--- src/rtl/hall_pattern_generator_if.sv ---
// Hall emulator control/status bundle: rate and direction in, Hall pattern and position out.
interface hall_pattern_generator_if;
  localparam int unsigned PER_W = 16;
  localparam int unsigned POS_W = 8;
  localparam int unsigned H_W   = 3;

  logic             EN;
  logic             DIR;
  logic [PER_W-1:0] PERIOD;
  logic [H_W-1:0]   H;
  logic             STEP;
  logic [POS_W-1:0] POS;
  logic             REV_TICK;

  modport master (output EN, DIR, PERIOD, input H, STEP, POS, REV_TICK);
  modport slave  (input EN, DIR, PERIOD, output H, STEP, POS, REV_TICK);
endinterface

--- src/rtl/hall_pattern_generator.sv ---
// Emulated 3-phase Hall sensor: steps a 6-state Gray-like sequence at a programmable
// rate and tracks mechanical position within one revolution.
module hall_pattern_generator #(
  parameter int unsigned TICKS_PER_REV = 24
) (
  input logic                     CLK,
  input logic                     RST,
  hall_pattern_generator_if.slave bus
);
  localparam int unsigned IDX_W = 3;
  localparam int unsigned PER_W = 16;
  localparam int unsigned POS_W = 8;
  localparam int unsigned H_W   = 3;

  localparam logic [IDX_W-1:0] IDX_LAST = IDX_W'(5);
  localparam logic [POS_W-1:0] POS_LAST = POS_W'(TICKS_PER_REV - 1);
  localparam logic [H_W-1:0]   H_RESET  = 3'b101;

  // Sequence index to Hall pattern; adjacent entries differ in exactly one bit.
  function automatic logic [H_W-1:0] idx_to_h(input logic [IDX_W-1:0] idx);
    logic [H_W-1:0] h;
    case (idx)
      3'd0:    h = 3'b101;
      3'd1:    h = 3'b100;
      3'd2:    h = 3'b110;
      3'd3:    h = 3'b010;
      3'd4:    h = 3'b011;
      3'd5:    h = 3'b001;
      default: h = H_RESET;
    endcase
    return h;
  endfunction

  logic [IDX_W-1:0] idx_q, idx_d;
  logic [PER_W-1:0] cnt_q, cnt_d;
  logic [PER_W-1:0] per_sh_q, per_sh_d;
  logic [POS_W-1:0] pos_q, pos_d;
  logic [H_W-1:0]   h_q, h_d;
  logic             step_q, step_d;
  logic             rev_tick_q, rev_tick_d;

  always_ff @(posedge CLK or posedge RST) begin
    if (RST) begin
      idx_q      <= '0;
      cnt_q      <= '0;
      per_sh_q   <= '0;
      pos_q      <= '0;
      h_q        <= H_RESET;
      step_q     <= 1'b0;
      rev_tick_q <= 1'b0;
    end else begin
      idx_q      <= idx_d;
      cnt_q      <= cnt_d;
      per_sh_q   <= per_sh_d;
      pos_q      <= pos_d;
      h_q        <= h_d;
      step_q     <= step_d;
      rev_tick_q <= rev_tick_d;
    end
  end

  // Rate counter; PERIOD is only sampled into the shadow when idle or on a step edge.
  always_comb begin
    idx_d      = idx_q;
    cnt_d      = cnt_q;
    per_sh_d   = per_sh_q;
    pos_d      = pos_q;
    step_d     = 1'b0;
    rev_tick_d = 1'b0;

    if (!bus.EN || (per_sh_q == '0)) begin
      cnt_d    = '0;
      per_sh_d = bus.PERIOD;
    end else if (cnt_q != (per_sh_q - PER_W'(1))) begin
      cnt_d = cnt_q + PER_W'(1);
    end else begin
      step_d   = 1'b1;
      cnt_d    = '0;
      per_sh_d = bus.PERIOD;
      if (bus.DIR) begin
        idx_d      = (idx_q == IDX_LAST) ? '0 : idx_q + IDX_W'(1);
        rev_tick_d = (pos_q == POS_LAST);
        pos_d      = rev_tick_d ? '0 : pos_q + POS_W'(1);
      end else begin
        idx_d      = (idx_q == '0) ? IDX_LAST : idx_q - IDX_W'(1);
        rev_tick_d = (pos_q == '0);
        pos_d      = rev_tick_d ? POS_LAST : pos_q - POS_W'(1);
      end
    end

    h_d = idx_to_h(idx_d);
  end

  assign bus.H        = h_q;
  assign bus.STEP     = step_q;
  assign bus.POS      = pos_q;
  assign bus.REV_TICK = rev_tick_q;
endmodule
--- src/flat_wrapper.sv ---
// flat-port wrapper written by rule: the top's interface ports become plain ports
module hall_pattern_generator_flat 
#(
  parameter int unsigned TICKS_PER_REV = 24
)
  (CLK, RST, bus_EN, bus_DIR, bus_PERIOD, bus_H, bus_STEP, bus_POS, bus_REV_TICK);
  hall_pattern_generator_if bus_i ();
  input logic CLK;
  input logic RST;
  input wire logic [$bits(bus_i.EN)-1:0] bus_EN;
  input wire logic [$bits(bus_i.DIR)-1:0] bus_DIR;
  input wire logic [$bits(bus_i.PERIOD)-1:0] bus_PERIOD;
  output wire logic [$bits(bus_i.H)-1:0] bus_H;
  output wire logic [$bits(bus_i.STEP)-1:0] bus_STEP;
  output wire logic [$bits(bus_i.POS)-1:0] bus_POS;
  output wire logic [$bits(bus_i.REV_TICK)-1:0] bus_REV_TICK;
  assign bus_i.EN = bus_EN;
  assign bus_i.DIR = bus_DIR;
  assign bus_i.PERIOD = bus_PERIOD;
  assign bus_H = bus_i.H;
  assign bus_STEP = bus_i.STEP;
  assign bus_POS = bus_i.POS;
  assign bus_REV_TICK = bus_i.REV_TICK;
  hall_pattern_generator #(.TICKS_PER_REV(TICKS_PER_REV)) u_core (.CLK(CLK), .RST(RST), .bus(bus_i));
endmodule
--- config.mk ---
export PLATFORM = sky130hd
export DESIGN_NAME = hall_pattern_generator_flat
export DESIGN_NICKNAME = d
export VERILOG_FILES = /design/src/rtl/hall_pattern_generator_if.sv /design/src/rtl/hall_pattern_generator.sv /design/src/flat_wrapper.sv
export SDC_FILE = /design/constraint.sdc
export NUM_CORES = 1
export LEC_CHECK = 0
export BUFFER_PORTS_ARGS = -buffer_cell sky130_fd_sc_hd__buf_2
export CAP_MARGIN = 20
export CORE_MARGIN = 3
export CORE_UTILIZATION = 40
export CTS_BUF_LIST = sky130_fd_sc_hd__clkbuf_4 sky130_fd_sc_hd__clkbuf_8
export DETAILED_ROUTE_END_ITERATION = 10
export GPL_ROUTABILITY_DRIVEN = 0
export PLACE_DENSITY = 0.58
export SLEW_MARGIN = 20
export SYNTH_ARGS = -nofsm -noshare
export SYNTH_HDL_FRONTEND = slang
export SYNTH_SLANG_ARGS = --single-unit
--- constraint.sdc ---
create_clock -name CLK -period 3.45 [get_ports CLK]
set_clock_uncertainty 0.05 [all_clocks]
set_input_delay 0.5175 -clock CLK [delete_from_list [all_inputs] [get_ports CLK]]
set_output_delay 0.5175 -clock CLK [all_outputs]
set_load 0.05 [all_outputs]
==> out/qor.csv, run 1 <==
metric;value;unit
pin count of the biggest net entering global routing;49;
met1 usage;23.2;%
ordered list of cells on the worst path;inv_1 > ha_1 > nor3b_4 > nand3_2 > or4b_1 > a32o_1 > a211oi_4 > and2_1 > nand2b_2 > buf_12 > mux2_2;
Crit. End Element;register;
Clock transition at path regs;0.09;ns
final instance area;3470;um^2
share of the clock period used by the worst path after layout;93.2;%
Pre-antenna DRT Iters;4;
number of distinct library cells after synthesis;58;
total number of placement rows;31;
Total Negative Setup Slacks;0;ns
cts-stage hold buffer count;0;
clock network latency to the later pin of the worst-skew pair;0.30;ns
worst supply voltage drop on vdd;145;uV
relative max-transition margin;43.1;%
all-layer global routing usage;16.2;%
count of input and output buffers;32;
critical path type;register to register;
diodes inserted;0;
cell with the largest stage delay on the worst path;sky130_fd_sc_hd__or4b_1;
buffering stage count on the worst path with inverters included;2;
crit path DAT;3.35;ns
Achievable Freq;311;MHz
io pins;33;
number of register bits inferred by synthesis;48;
number of global-route vias before repair;2323;
total power divided by cell area;334;nW/um^2
wire length per cell;15.0;um
number of flops mapped to enable cells by yosys;0;
cell count of the worst reg-to-reg path;11;
overall die width;94.5;um
count of mapped cells out of synthesis;335;
total overflow reported by the global router;0;
first-pass GRT wire length;11600;um
outcome;finished clean;
height of the die;94.5;um
Async SR Flop Fraction;100;%
number of sinks driven by the clock tree;48;
utilization after layout;46.9;%
RSZ-0062 raised after global routing;true;
portion of the post-synthesis area used by sequential elements;38.4;%
CP Launch Point;u_core.per_sh_q[0];
Post-Place Setup Slack;0.227;ns
Crit Path Max Fanout;17;
maximum cell stage delay along the critical path;0.51;ns
Clock Path Buffers;2;
Worst setup endpoint;u_core.per_sh_q[11];
Total Nets Final;385;
number of logic stages on the critical path including buffering;11;
layer with the highest usage after global routing;met2;
mean instance size in the synthesized netlist;9.35;um^2
DRC violation count after routing;0;
number of clock buffers inserted by TritonCTS;5;
kind of start point of the critical path;register;
count of H-tree levels built during CTS;2;
Max-cap violations;0;
crit-path leading delay family;simple AND/OR/NAND/NOR gates;
vias;2522;
hpwl dp;4820;um
Area growth, synth to finish;10.8;%
global routing met3 resource utilization;2.87;%
setup violation total in the final timing report;0;
placed cell areas;3350;um^2
global-route met2 utilization;25.2;%
Root Buffer;sky130_fd_sc_hd__clkbuf_8;
clock tree from TritonCTS;built;
area of the mapped netlist;3130;um^2
static power due to leakage;1.54;nW
clock period minus final worst setup slack;3.22;ns
total wirelength of the detailed-routed design;6880;um
max-slew violation count;0;
ratio of cells with drive above 1 in the final layout;19.4;%
count of antenna-violating nets left after detailed routing;0;
capture point of the worst reg-to-reg path;u_core.per_sh_q[11];
vias per cell;5.49;
type of the tightest min-delay check;input pin to asynchronous set/reset pin;
Die ar.;8930;um^2
post-layout power;1.16;mW
Placeable Area;7410;um^2
First DRT Iteration DRCs;125;
commonest register cell after synthesis;sky130_fd_sc_hd__dfrtp_1;
slew at the pin closest to its max-slew limit;0.853;ns
required arrival time at the worst endpoint;3.59;ns
slack of the worst reg-to-reg path;0.23;ns
worst flop-to-flop path startpoint;u_core.per_sh_q[0];
Initial Util;42.3;%
number of nets in the synthesized netlist;361;
initial antenna violation count;0;
count of endpoints failing hold in the final timing report;0;
worst setup slack after layout;0.234;ns
number of synthesis warnings;0;
[registers in the layout, indices dropped and copies added, names as in the netlist]
register,flops
u_core.bus.H,3
u_core.bus.POS,8
u_core.bus.REV_TICK,1
u_core.bus.STEP,1
u_core.cnt_q,16
u_core.idx_q,3
u_core.per_sh_q,16
[placed cells by master, fill, tap and decap left out, types with 2 or more instances in the layout]
cell type and n:
sky130_fd_sc_hd__nor3_1 8, sky130_fd_sc_hd__nor2b_1 9, sky130_fd_sc_hd__nand3_1 17, sky130_fd_sc_hd__clkinv_2 3, sky130_fd_sc_hd__buf_4 3, sky130_fd_sc_hd__o22ai_1 3
sky130_fd_sc_hd__nand2_1 18, sky130_fd_sc_hd__nor4_1 3, sky130_fd_sc_hd__a32oi_1 3, sky130_fd_sc_hd__nand2b_1 5, sky130_fd_sc_hd__a21oi_1 12, sky130_fd_sc_hd__dfstp_2 2
sky130_fd_sc_hd__and3_1 13, sky130_fd_sc_hd__mux2i_1 8, sky130_fd_sc_hd__nor2_1 32, sky130_fd_sc_hd__o211ai_1 4, sky130_fd_sc_hd__o31ai_1 2, sky130_fd_sc_hd__mux2_2 13
sky130_fd_sc_hd__o2111ai_1 2, sky130_fd_sc_hd__inv_1 9, sky130_fd_sc_hd__nand4_1 5, sky130_fd_sc_hd__o21bai_1 2, sky130_fd_sc_hd__or4b_1 2, sky130_fd_sc_hd__dfrtp_1 46
sky130_fd_sc_hd__nand4b_1 2, sky130_fd_sc_hd__xor2_1 19, sky130_fd_sc_hd__and2_1 4, sky130_fd_sc_hd__xnor2_1 16, sky130_fd_sc_hd__clkbuf_8 6, sky130_fd_sc_hd__o21ai_0 18
sky130_fd_sc_hd__buf_2 32, sky130_fd_sc_hd__ha_1 6, sky130_fd_sc_hd__nor3b_1 3, sky130_fd_sc_hd__a31oi_1 3
[metal layers]
metal	wire length (um)	up-vias
met5	0	-
met4	48	0
met3	350	4
met2	3230	63
met1	3250	1212
li1	-	1243
[report_power, final]
part / switching, mW / internal [mW] / leakage (nW)
sequential: 0.0436 / 0.588 / 0.615
clock: 0.188 / 0.160 / 0.0510
combinational: 0.0979 / 0.0817 / 0.870
total: 0.330 / 0.831 / 1.54
[cell families after synthesis]
kind of cell             share of synthesized area (%)
buffers and inverters                             4.71
AND/OR/NAND/NOR                                   24.6
XOR/XNOR                                          9.78
adder cells (fa/ha/maj)                           2.40
multiplexers                                      7.59
AO/OA/AOI/OAI                                     12.5
flip-flops                                        38.4
[worst register-to-register path, cell delays in order, from the launching register on]
cell                       delay (ns)
sky130_fd_sc_hd__dfrtp_1         0.45
sky130_fd_sc_hd__inv_1           0.10
sky130_fd_sc_hd__ha_1            0.18
sky130_fd_sc_hd__nor3b_4         0.26
sky130_fd_sc_hd__nand3_2         0.14
sky130_fd_sc_hd__or4b_1          0.51
sky130_fd_sc_hd__a32o_1          0.26
sky130_fd_sc_hd__a211oi_4        0.24
sky130_fd_sc_hd__and2_1          0.20
sky130_fd_sc_hd__nand2b_2        0.19
sky130_fd_sc_hd__buf_12          0.17
sky130_fd_sc_hd__mux2_2          0.35
[synthesized netlist by cell type (3+ instances only)]
cell type / n / share of area, %
sky130_fd_sc_hd__nor3_1: 8 / 1.3
sky130_fd_sc_hd__o211ai_1: 4 / 0.96
sky130_fd_sc_hd__xor2_1: 19 / 5.3
sky130_fd_sc_hd__nand3_1: 17 / 2.7
sky130_fd_sc_hd__nand2b_1: 6 / 1.2
sky130_fd_sc_hd__mux2_2: 13 / 4.7
sky130_fd_sc_hd__nor3b_1: 3 / 0.72
sky130_fd_sc_hd__a21oi_1: 12 / 1.9
sky130_fd_sc_hd__o21ai_0: 18 / 2.9
sky130_fd_sc_hd__dfrtp_1: 46 / 37
sky130_fd_sc_hd__inv_1: 10 / 1.2
sky130_fd_sc_hd__nand2_1: 18 / 2.2
sky130_fd_sc_hd__a32oi_1: 3 / 0.84
sky130_fd_sc_hd__and3_1: 14 / 2.8
sky130_fd_sc_hd__buf_2: 4 / 0.64
sky130_fd_sc_hd__o22ai_1: 3 / 0.60
sky130_fd_sc_hd__and2_1: 4 / 0.80
sky130_fd_sc_hd__nand4_1: 5 / 1.0
sky130_fd_sc_hd__mux2i_1: 8 / 2.6
sky130_fd_sc_hd__a31oi_1: 3 / 0.60
sky130_fd_sc_hd__nor2b_1: 9 / 1.8
sky130_fd_sc_hd__xnor2_1: 16 / 4.5
sky130_fd_sc_hd__buf_4: 4 / 0.96
sky130_fd_sc_hd__clkbuf_1: 9 / 1.1
sky130_fd_sc_hd__nor2_1: 32 / 3.8
sky130_fd_sc_hd__ha_1: 6 / 2.4
sky130_fd_sc_hd__nor4_1: 3 / 0.60
[through the flow]
step	hold slack [ns]	std cells
final	0.310	459
after detailed placement	0.462	450
after global routing	0.371	459
after floorplan	0.435	335
after CTS	0.371	458
after global placement	0.453	450
[timing repair]
action / 4_1_cts / 5_1_grt
resized for setup: 0 / 2
endpoints found under the setup margin: 0 / 12
buffers inserted: 0 / 0
[worst min-delay path by stage]
stage	startpoint	end	slack (ns)	depth (start not counted)
4_1_cts	bus_PERIOD[0]	u_core.per_sh_q[0]	0.37	3
5_1_grt	RST	u_core.bus.H[1]	0.37	2
3_5_place_dp	u_core.bus.POS[7]	u_core.bus.POS[7]	0.46	1
3_3_place_gp	u_core.bus.POS[7]	u_core.bus.POS[7]	0.45	1
6_report	RST	u_core.bus.H[1]	0.31	2
2_1_floorplan	u_core.cnt_q[0]	u_core.cnt_q[0]	0.43	1
[final cells by class]
class | count | area, um^2
Multi-Input combinational cell | 257 | 1790
Tap cell | 99 | 124
Inverter | 10 | 38.8
Fill cell | 751 | 3940
Sequential cell | 48 | 1200
Timing Repair Buffer | 37 | 228
Clock buffer | 6 | 82.6
Clock inverter | 2 | 10.0
Note: power is estimated with default switching activity, not from simulation.
==> run 2, diff against run 1 <==
Settings changed: RECOVER_POWER from default to 100.
==> run 2 against run 1 <==
- the run now ends with capacitance limit, slew limit left
- clock power about the same
- register-to-register slack is essentially flat
- die area unchanged
- via count shrank 0.67%
- non-clock buffer count unchanged
- maximum frequency fell by 0.20%
- final area fell by 0.43%
- first-iteration DRC count decreased by 8.8%
- power is 0.30% lower
- sequential power about the same
- sequential share of layout area grew 0.15 points
- flip-flop and latch count did not move
- largest power group unchanged
- highest routed layer unchanged
==> out/qor.csv, run 2 (synthesized netlist as in run 1, its figures left out) <==
metric;value;unit
Crit. End Element;register;
height of the die;94.5;um
number of sinks driven by the clock tree;48;
utilization after layout;46.7;%
vias per cell;5.46;
pin count of the biggest net entering global routing;49;
count of endpoints failing hold in the final timing report;0;
Initial Util;42.3;%
clock network latency to the later pin of the worst-skew pair;0.30;ns
Total Negative Setup Slacks;0;ns
count of antenna-violating nets left after detailed routing;0;
max-slew violation count;49;
P_sw;0.328;mW
required arrival time at the worst endpoint;3.58;ns
number of global-route vias before repair;2323;
clock tree from TritonCTS;built;
critical path type;register to register;
all-layer global routing usage;16.2;%
total overflow reported by the global router;0;
first-pass GRT wire length;11600;um
final instance area;3460;um^2
sw frac;28.3;%
total wirelength of the detailed-routed design;6830;um
count of input and output buffers;32;
setup violation total in the final timing report;0;
number of clock buffers inserted by TritonCTS;5;
tightest hold margin;0.372;ns
worst supply voltage drop on vdd;145;uV
total number of placement rows;31;
clock network fraction of design power;30.0;%
type of the tightest min-delay check;input pin to register;
overall die width;94.5;um
post-layout power;1.16;mW
Clock transition at path regs;0.09;ns
filler-free cell count of the finished design;459;
relative max-transition margin;-46.9;%
Combinational Power Share;15.4;%
initial antenna violation count;0;
outcome;finished, violations left;
total power divided by cell area;335;nW/um^2
hpwl dp;4820;um
placed cell areas;3350;um^2
count of H-tree levels built during CTS;2;
wire length per cell;14.9;um
Worst setup endpoint;u_core.per_sh_q[11];
commonest cells after routing, fill and taps aside;sky130_fd_sc_hd__dfrtp_1 (46), sky130_fd_sc_hd__nor2_1 (32), sky130_fd_sc_hd__buf_2 (20), sky130_fd_sc_hd__xor2_1 (19);
Post-Place Setup Slack;0.227;ns
leading cell type in the layout, fill and taps excluded;sky130_fd_sc_hd__dfrtp_1;
Crit Path Max Fanout;17;
Die ar.;8930;um^2
Pre-antenna DRT Iters;4;
RSZ-0062 raised after global routing;true;
post-CTS setup repair buffer count;0;
worst setup slack after layout;0.228;ns
capture point of the worst reg-to-reg path;u_core.per_sh_q[11];
cell count of the worst reg-to-reg path;11;
Achievable Freq;310;MHz
crit path DAT;3.36;ns
DRC violation count after routing;0;
diodes inserted;0;
clock period minus final worst setup slack;3.22;ns
internal cell power;0.829;mW
slack of the worst reg-to-reg path;0.23;ns
worst flop-to-flop path startpoint;u_core.per_sh_q[0];
slew at the pin closest to its max-slew limit;2.19;ns
Placeable Area;7410;um^2
failing checks;capacitance limit, slew limit;
Clock Path Buffers;2;
kind of start point of the critical path;register;
share of the clock period used by the worst path after layout;93.4;%
ratio of cells with drive above 1 in the final layout;16.1;%
CP Launch Point;u_core.per_sh_q[0];
First DRT Iteration DRCs;114;
io pins;33;
Filler cells;757;
Total Nets Final;385;
Root Buffer;sky130_fd_sc_hd__clkbuf_8;
Sequential Power Share;54.6;%
Area growth, synth to finish;10.3;%
static power due to leakage;1.49;nW
Max-cap violations;1;
vias;2505;
cell count after placement;450;
## run 2: cell type report
type / instances / area [um^2] / area share, %
timing repair buffer: 37 / 213 / 6.15
multi-input combinational: 257 / 1790 / 51.6
tap: 99 / 124 / 3.58
clock inverter: 2 / 10.0 / 0.290
inverter: 10 / 38.8 / 1.12
sequential: 48 / 1200 / 34.8
clock buffer: 6 / 82.6 / 2.39
## run 2: routing by layer
metal  vias up  routed length (um)  GRT usage, %
met2        51                3220          25.2
met5         -                   0             0
met4         0                  48          4.09
met1      1209                3270          23.2
li1       1241                   -             -
met3         4                 294          2.87
## run 2: worst min path at each step
stage | from | to | depth (start not counted)
floorplan | u_core.cnt_q[0] | u_core.cnt_q[0] | 1
CTS | bus_PERIOD[0] | u_core.per_sh_q[0] | 3
detailed placement | u_core.bus.POS[7] | u_core.bus.POS[7] | 1
global placement | u_core.bus.POS[7] | u_core.bus.POS[7] | 1
global route | bus_PERIOD[2] | u_core.per_sh_q[2] | 2
finish | bus_PERIOD[0] | u_core.per_sh_q[0] | 3
## run 2: repair_timing
| action | 4_1_cts | 5_1_grt |
|---|---|---|
| endpoints found under the setup margin | 0 | 12 |
| gates resized for setup | 0 | 2 |
| hold buffers | 0 | 0 |
## run 2: worst max-delay path, stage by stage, from the launching register on
cell and delay [ns]:
sky130_fd_sc_hd__dfrtp_1 0.45, sky130_fd_sc_hd__inv_1 0.10, sky130_fd_sc_hd__ha_1 0.18, sky130_fd_sc_hd__nor3b_4 0.26
sky130_fd_sc_hd__nand3_2 0.14, sky130_fd_sc_hd__or4b_1 0.51, sky130_fd_sc_hd__a32o_1 0.26, sky130_fd_sc_hd__a211oi_4 0.25
sky130_fd_sc_hd__and2_1 0.20, sky130_fd_sc_hd__nand2b_2 0.19, sky130_fd_sc_hd__buf_12 0.17, sky130_fd_sc_hd__mux2_2 0.34
## run 2: power by group through the flow
stage,logic [mW],registers [mW],clock network [mW]
3_5_place_dp,0.177,0.643,0
6_report,0.178,0.632,0.347
5_1_grt,0.200,0.638,0.387
4_1_cts,0.178,0.632,0.364
2_1_floorplan,0.135,0.641,0
3_3_place_gp,0.176,0.643,0
